[src/rtl/par_to_serial_tx.sv]
`default_nettype none
// ============================================================================
// Module   : par_to_serial_tx
// Purpose  : Byte-to-serial transmitter, MSB first, comma (COMMA) fill when idle.
//            Define PTS_SYNC_PREAMBLE_EN to send SYNC_WORDS commas after reset.
// Revision : 1.0
// ============================================================================
module par_to_serial_tx #(
  parameter logic [7:0] COMMA      = 8'hBC,
  parameter int         SYNC_WORDS = 4
) (
  input  logic       CLK,
  input  logic       RESET,
  input  logic [7:0] DATA_IN,
  input  logic       VALID_IN,
  output logic       READY_OUT,
  output logic       DATA_OUT,
  output logic       LOAD_OUT
);

  logic [7:0] hold_byte;
  logic       hold_full;
  logic [7:0] sr;
  logic [2:0] bcnt;
  logic       live;
  logic       accept;
  logic       load_edge;
  logic       take_hold;
  logic       is_active;
  logic [7:0] next_byte;

`ifdef PTS_SYNC_PREAMBLE_EN
  localparam logic [7:0] SYNC_LAST = SYNC_WORDS[7:0];

  typedef enum logic {
    ST_SYNC   = 1'b0,
    ST_ACTIVE = 1'b1
  } state_t;

  state_t     state;
  logic [7:0] scnt;

  assign is_active = (state == ST_ACTIVE);
`else
  logic unused_sync_words;
  assign unused_sync_words = ^SYNC_WORDS[7:0];
  assign is_active         = 1'b1;
`endif

  assign accept    = VALID_IN && READY_OUT;
  assign load_edge = (bcnt == 3'd0);
  assign take_hold = load_edge && is_active && hold_full;
  assign next_byte = take_hold ? hold_byte : COMMA;

  always_ff @(posedge CLK or posedge RESET) begin
    if (RESET) begin
      hold_byte <= 8'd0;
      hold_full <= 1'b0;
      sr        <= 8'd0;
      bcnt      <= 3'd0;
      live      <= 1'b0;
      DATA_OUT  <= 1'b0;
      LOAD_OUT  <= 1'b0;
      READY_OUT <= 1'b0;
`ifdef PTS_SYNC_PREAMBLE_EN
      state     <= ST_SYNC;
      scnt      <= 8'd0;
`endif
    end else begin
      live <= 1'b1;
      bcnt <= bcnt + 3'd1;

      if (load_edge) begin
        DATA_OUT <= next_byte[7];
        sr       <= {next_byte[6:0], 1'b0};
        LOAD_OUT <= 1'b1;
      end else begin
        DATA_OUT <= sr[7];
        sr       <= {sr[6:0], 1'b0};
        LOAD_OUT <= 1'b0;
      end

      // An accept on a load edge only fills HOLD; the byte waits a full period.
      if (accept) begin
        hold_byte <= DATA_IN;
        hold_full <= 1'b1;
      end else if (take_hold) begin
        hold_full <= 1'b0;
      end

      // Uses pre-edge state so READY rises one edge after HOLD empties or ACTIVE begins.
      READY_OUT <= is_active && live && !hold_full && !accept;

`ifdef PTS_SYNC_PREAMBLE_EN
      if (state == ST_SYNC && load_edge) begin
        scnt <= scnt + 8'd1;
        if (scnt + 8'd1 == SYNC_LAST) begin
          state <= ST_ACTIVE;
        end
      end
`endif
    end
  end

endmodule
`default_nettype wire
[config.mk]
export PLATFORM = sky130hd
export DESIGN_NAME = par_to_serial_tx
export DESIGN_NICKNAME = d
export VERILOG_FILES = /design/src/rtl/par_to_serial_tx.sv
export SDC_FILE = /design/constraint.sdc
export NUM_CORES = 1
export LEC_CHECK = 0
export CORE_MARGIN = 5
export CORE_UTILIZATION = 60
export CTS_CLUSTER_DIAMETER = 100
export DETAILED_ROUTE_END_ITERATION = 8
export DONT_BUFFER_PORTS = 1
export HOLD_SLACK_MARGIN = 0.03
export PLACE_DENSITY = 0.76
export SETUP_SLACK_MARGIN = 0.3
export SLEW_MARGIN = 20
export SYNTH_ARGS = -nofsm -noshare
export SYNTH_HDL_FRONTEND = slang
export SYNTH_SLANG_ARGS = --single-unit
[constraint.sdc]
create_clock -name CLK -period 3.5 [get_ports CLK]
set_clock_uncertainty 0.15 [all_clocks]
set_input_delay 0.175 -clock CLK [delete_from_list [all_inputs] [get_ports CLK]]
set_output_delay 0.175 -clock CLK [all_outputs]
set_load 0.02 [all_outputs]
==> results of run 1 <==
-- worst max path at each step --
stage               end  slack (ns)  cells after the start
4_1_cts           sr[4]        1.48                      4
6_report          sr[4]        1.52                      4
5_1_grt           sr[4]        1.37                      4
2_1_floorplan  DATA_OUT        2.09                      5
3_3_place_gp      sr[3]        1.58                      4
3_5_place_dp      sr[4]        1.50                      4
-- worst max-delay path: stages (launching register included) --
cell and delay, ns:
dfrtp_1 0.40, inv_1 0.07, ha_1 0.13, nor2b_1 0.76, mux2_4 0.35
-- cells in the final DEF, fill, tap and decap left out, drive strengths merged --
cell | netlist | final
and3 | 2 | 2
conb | 1 | 1
inv | 6 | 6
mux2 | 13 | 13
ha | 2 | 2
nand2 | 3 | 3
mux2i | 2 | 2
dlygate4sd3 | 0 | 10
nand2b | 5 | 5
clkbuf | 0 | 4
o21ai | 1 | 1
dfrtp | 23 | 23
xor2 | 1 | 1
nor2b | 1 | 1
-- synthesized netlist by cell type, drive strengths merged --
| master | count | share of area |
|---|---|---|
| and3 | 2 | 0.014 |
| buf | 1 | 0.012 |
| conb | 1 | 0.0042 |
| dfrtp | 23 | 0.64 |
| ha | 2 | 0.028 |
| inv | 6 | 0.025 |
| mux2 | 13 | 0.18 |
| mux2i | 2 | 0.022 |
| nand2 | 3 | 0.015 |
| nand2b | 5 | 0.035 |
| nor2b | 1 | 0.0069 |
| o21ai | 1 | 0.0056 |
| xor2 | 1 | 0.0097 |
-- power groups by stage --
stage               combinational, mW  sequential, mW  clock [mW]
floorplan                      0.0828           0.365           0
global placement               0.0886           0.373           0
detailed placement             0.0914           0.374           0
CTS                             0.101           0.369       0.121
global route                    0.111           0.376       0.133
finish                         0.0998           0.368       0.117
-- area by class of cell --
cell class / count / share of cell area
well taps: 16 / 0.0193
clock buffers: 4 / 0.0254
repair buffers: 10 / 0.0966
multi-input cells: 31 / 0.281
inverters: 6 / 0.0217
flip-flops and latches: 23 / 0.556
-- stage by stage --
stage / worst slack [ns] / hold WS, ns
6_report: 1.52 / 0.307
5_1_grt: 1.37 / 0.348
3_5_place_dp: 1.50 / 0.122
2_1_floorplan: 2.09 / 0.0269
4_1_cts: 1.48 / 0.314
3_3_place_gp: 1.58 / 0.118
-- state kept, by name, indices dropped and copies added (netlist names) --
register / flops
hold_byte: 8
sr: 7
bcnt: 3
DATA_OUT: 1
LOAD_OUT: 1
READY_OUT: 1
hold_full: 1
live: 1
-- logic make-up after synthesis --
kind of cell / after synthesis
DFF: 23
muxes: 15
and+or+nand+nor: 11
buffers and inverters: 7
adders and majority gates: 2
other: 1
AOI/OAI and AO/OA: 1
xor gates and xnor gates: 1
-- per-layer routing --
layer | vias to the layer above | routed length [um] | GRT usage
met2 | 11 | 538 | 0.172
met1 | 229 | 534 | 0.139
met4 | 0 | 36 | 0.0807
met5 | - | 0 | 0
met3 | 5 | 64 | 0.0337
li1 | 222 | - | -
==> qor.yml, run 1 <==
synth_top_family_by_area: "multiplexers"
status: "completed"
fin_area_mm2: 0.00104
firstDrtPassIters: 2
fmax_mhz: 506
cts_buffer_depth: 2
area_growth_pct: 15.0
synthXorXnorAreaFrac: 0.00972
critPathMaxFanout: 10
cts_tree: "yes"
track_usage: 0.114
syn_area_um2: 901
design.die.area_mm2: 0.00238
regToRegEndpoint: "sr[4]"
leakage_nw: 0.474
cts_sinks: 23
final_hold_viol_count: 0
rsz0062_at_grt: "false"
clkSlewWorstSetupHoldPaths_ns: 0.11
n_antenna_cell: 0
swShare: 0.232
ir_worst_vdd_mv: 0.322
setup_tns_ns: 0
dpl_cell_area_um2: 910
slew_violations: 0
row_count: 14
required_ns: 3.55
ys_ff_latch: 23
drt_iter0_drc: 4
end_kind: "register"
drc_errors: 0
layout.nets: 88
synth-simple-area-share: 0.0708
gp_congestion: 0.692
yosysSeqAreaShare: 0.639
htreeDepth: 1
fill_cells: 101
final-seq-area_um2: 576
die_y_um: 48.8
p_int_mw: 0.449
path_class: "reg2reg"
worst_pin_slew_ns: 0.974
grt_start_max_net_pins: 24
cts_resized: 0
grt-ovfl-total: 0
synthesis.nets: 74
synth_cells: 61
stdcell_count: 90
grt_pass1_vias: 474
clk_latency_ns: 0.30
clkPwrFrac: 0.200
synth_fa_ha_area_frac: 0.0278
hold_buffers: 10
p_comb_frac: 0.171
multiInputGateArea_um2: 292
fp.dieW_um: 48.8
synth_compound_area_frac: 0.00556
hold_class: "in2async"
min_period_ns: 1.98
synth_warnings: 0
numCtsBuffers: 3
vias: 467
ioPinCount: 14
reg2reg_from: "bcnt[0]"
pwr-share-seq: 0.630
port_buffers: 0
power.switching_mw: 0.136
powerDensity_mw_per_mm2: 565
setup_violations: 0
worstPathArrival_ns: 2.03
clock-root-buffer: "clkbuf_4"
yosysUniqueCellTypes: 15
wl_per_cell_um: 13.0
startpoint_type: "register"
reg2reg_depth: 4
finish.utilization: 0.704
slew_headroom: 0.349
total_power_mw: 0.585
grt_pass1_wl_um: 2080
drv_cap: 0
worst-r2r-setup-slack_ns: 1.52
avgSynthCellArea_um2: 14.8
via_per_inst: 5.19
dp.cells: 76
initial_core_util: 0.612
drtAntennaViolNets: 0
cts_setup_buffers: 0
antenna_found_initial: 0
drt-total-wl_um: 1170
drive_above_1_share: 0.230
synth.area.mux_share: 0.206
startpoint: "bcnt[0]"
post-route-period-util: 0.565
coreArea_mm2: 0.00147
Power figures use the tool's default switching activity.
==> inputs of run 2 (changes only) <==
- CORE_UTILIZATION: 60 -> 53
- PLACE_DENSITY: 0.76 -> 0.71
- clock period: 3.5 -> 1.63 ns (I/O delays scaled with it)
==> qor.yml, run 2 (synthesis gave the netlist of run 1 again) <==
drv_cap: 0  # unchanged
clkSlewWorstSetupHoldPaths_ns: 0.12  # was 0.11 ns
largestRegisters: "hold_byte x8, sr x7, bcnt x3"  # unchanged
clk_latency_ns: 0.30  # about the same
clock-root-buffer: "clkbuf_4"  # unchanged
post-route-period-util: 0.886  # was 0.565
p_comb_frac: 0.175  # was 0.171
cts_tree: "yes"  # unchanged
stdcell_count: 96  # was 90
slew_violations: 0  # unchanged
regToRegEndpoint: "sr[4]"  # unchanged
ir_worst_vdd_mv: 0.849  # was 0.322 mV
layout_commonest_cell: "dfrtp_1"  # unchanged
drive_above_1_share: 0.375  # was 0.230
p_int_mw: 0.964  # was 0.449 mW
design.die.area_mm2: 0.00262  # was 0.00238 mm2
fin_area_mm2: 0.00114  # was 0.00104 mm2
path_class: "reg2reg"  # unchanged
required_ns: 1.68  # was 3.55 ns
row_count: 14  # unchanged
fin_hold_ws_ns: 0.0903  # was 0.307 ns
final_hold_viol_count: 0  # unchanged
grt-ovfl-total: 0  # unchanged
grt_pass1_vias: 526  # was 474
track_usage: 0.114  # about the same
ioPinCount: 14  # unchanged
cts_sinks: 23  # unchanged
finalWorstSetupSlack_ns: 0.186  # was 1.52 ns
grt_start_max_net_pins: 24  # unchanged
drt-total-wl_um: 1300  # was 1170 um
firstDrtPassIters: 2  # unchanged
total_power_mw: 1.27  # was 0.585 mW
vias: 482  # was 467
gp_congestion: 0.671  # was 0.692
wl_per_cell_um: 13.6  # was 13.0 um
regMostFlops: "hold_byte"  # unchanged
drtAntennaViolNets: 0  # unchanged
numCtsBuffers: 3  # unchanged
dp.cells: 77  # was 76
drt_iter0_drc: 2  # was 4
rsz0062_at_grt: "true"  # was false
clkPwrFrac: 0.200  # about the same
place_hpwl_um: 822
port_buffers: 0  # unchanged
area_growth_pct: 26.1  # was 15.0%
power.switching_mw: 0.301  # was 0.136 mW
pwr-share-seq: 0.625  # was 0.630
n_antenna_cell: 0  # unchanged
worstPathArrival_ns: 1.49  # was 2.03 ns
leakage_nw: 0.519  # was 0.474 nW
critPathMaxFanout: 8  # was 10
fmax_mhz: 692  # was 506 MHz
powerDensity_mw_per_mm2: 1110  # was 565 mW/mm2
antenna_found_initial: 0  # unchanged
min_period_ns: 1.44  # was 1.98 ns
dpl_cell_area_um2: 925  # was 910 um2
worst-r2r-setup-slack_ns: 0.19  # was 1.52 ns
setup_tns_ns: 0  # unchanged
startpoint_type: "register"  # unchanged
final_cell_mix: "dfrtp_1, dlygate4sd3_1, mux2_2"  # unchanged
largest_reg_flops: 8  # unchanged
via_per_inst: 5.02  # was 5.19
layout.nets: 94  # was 88
die_y_um: 51.2  # was 48.8 um
coreArea_mm2: 0.00156  # was 0.00147 mm2
reg2reg_from: "bcnt[1]"  # was bcnt[0]
setup_violations: 0  # unchanged
end_kind: "register"  # unchanged
fp.dieW_um: 51.2  # was 48.8 um
initial_core_util: 0.578  # was 0.612
reg2reg_depth: 5  # was 4
drc_errors: 0  # unchanged
status: "completed"  # unchanged
htreeDepth: 1  # unchanged
swShare: 0.238  # was 0.232
cts_buffer_depth: 2  # unchanged
finish.utilization: 0.729  # was 0.704
hold_class: "in2async"  # unchanged
grt_pass1_wl_um: 2210  # was 2080 um
dp_slack_ns: 0.101  # was 1.50 ns
run 2: cell types whose count changed in the layout (fill, tap and decap cells not counted), sizes merged:
cell    change
clkinv      +1
buf         +6
clkbuf      -1
run 2: worst max path at each step:
| stage | depth (start not counted) | endpoint | startpoint |
|---|---|---|---|
| 3_5_place_dp | 4 | sr[4] | bcnt[0] |
| 4_1_cts | 4 | sr[4] | bcnt[0] |
| 6_report | 5 | sr[4] | bcnt[1] |
| 5_1_grt | 5 | sr[3] | bcnt[1] |
| 2_1_floorplan | 5 | DATA_OUT | bcnt[0] |
| 3_3_place_gp | 4 | sr[5] | bcnt[0] |
run 2: power by group through the flow:
stage               Clock (mW)  Combinational, mW  Sequential [mW]
floorplan                    0              0.178            0.783
global placement             0              0.192            0.800
detailed placement           0              0.200            0.805
CTS                      0.268              0.222            0.792
global route             0.293              0.245            0.809
finish                   0.253              0.222            0.790
run 2: final cells by class:
cell class / count / area, um2
clock buffers: 3 / 22.5
clock inverters: 1 / 5.00
fillers: 91 / 423
inverters: 6 / 22.5
multi-input cells: 31 / 325
flip-flops and latches: 23 / 576
well taps: 16 / 20.0
repair buffers: 16 / 165
run 2: repair_timing:
action / 4_1_cts / 5_1_grt
endpoints found under the hold margin: 33 / 0
gates resized for setup: 1 / 9
buffers inserted: 3 / 2
setup endpoints to repair: 17 / 9
hold buffers: 10 / 0
pin swaps: 0 / 1
run 2: per-layer routing:
metal	vias to the layer above	global-route usage	share of wire
met5	-	0	0
met4	0	0.0655	0.0061
met3	2	0.0262	0.028
met2	8	0.189	0.50
met1	235	0.138	0.46
li1	237	-	-
run 2: worst max-delay path, cell delays in order (launching register included):
cell     delay [ns]
dfrtp_1        0.42
inv_2          0.08
ha_4           0.12
nor2b_4        0.14
buf_12         0.14
mux2_4         0.30
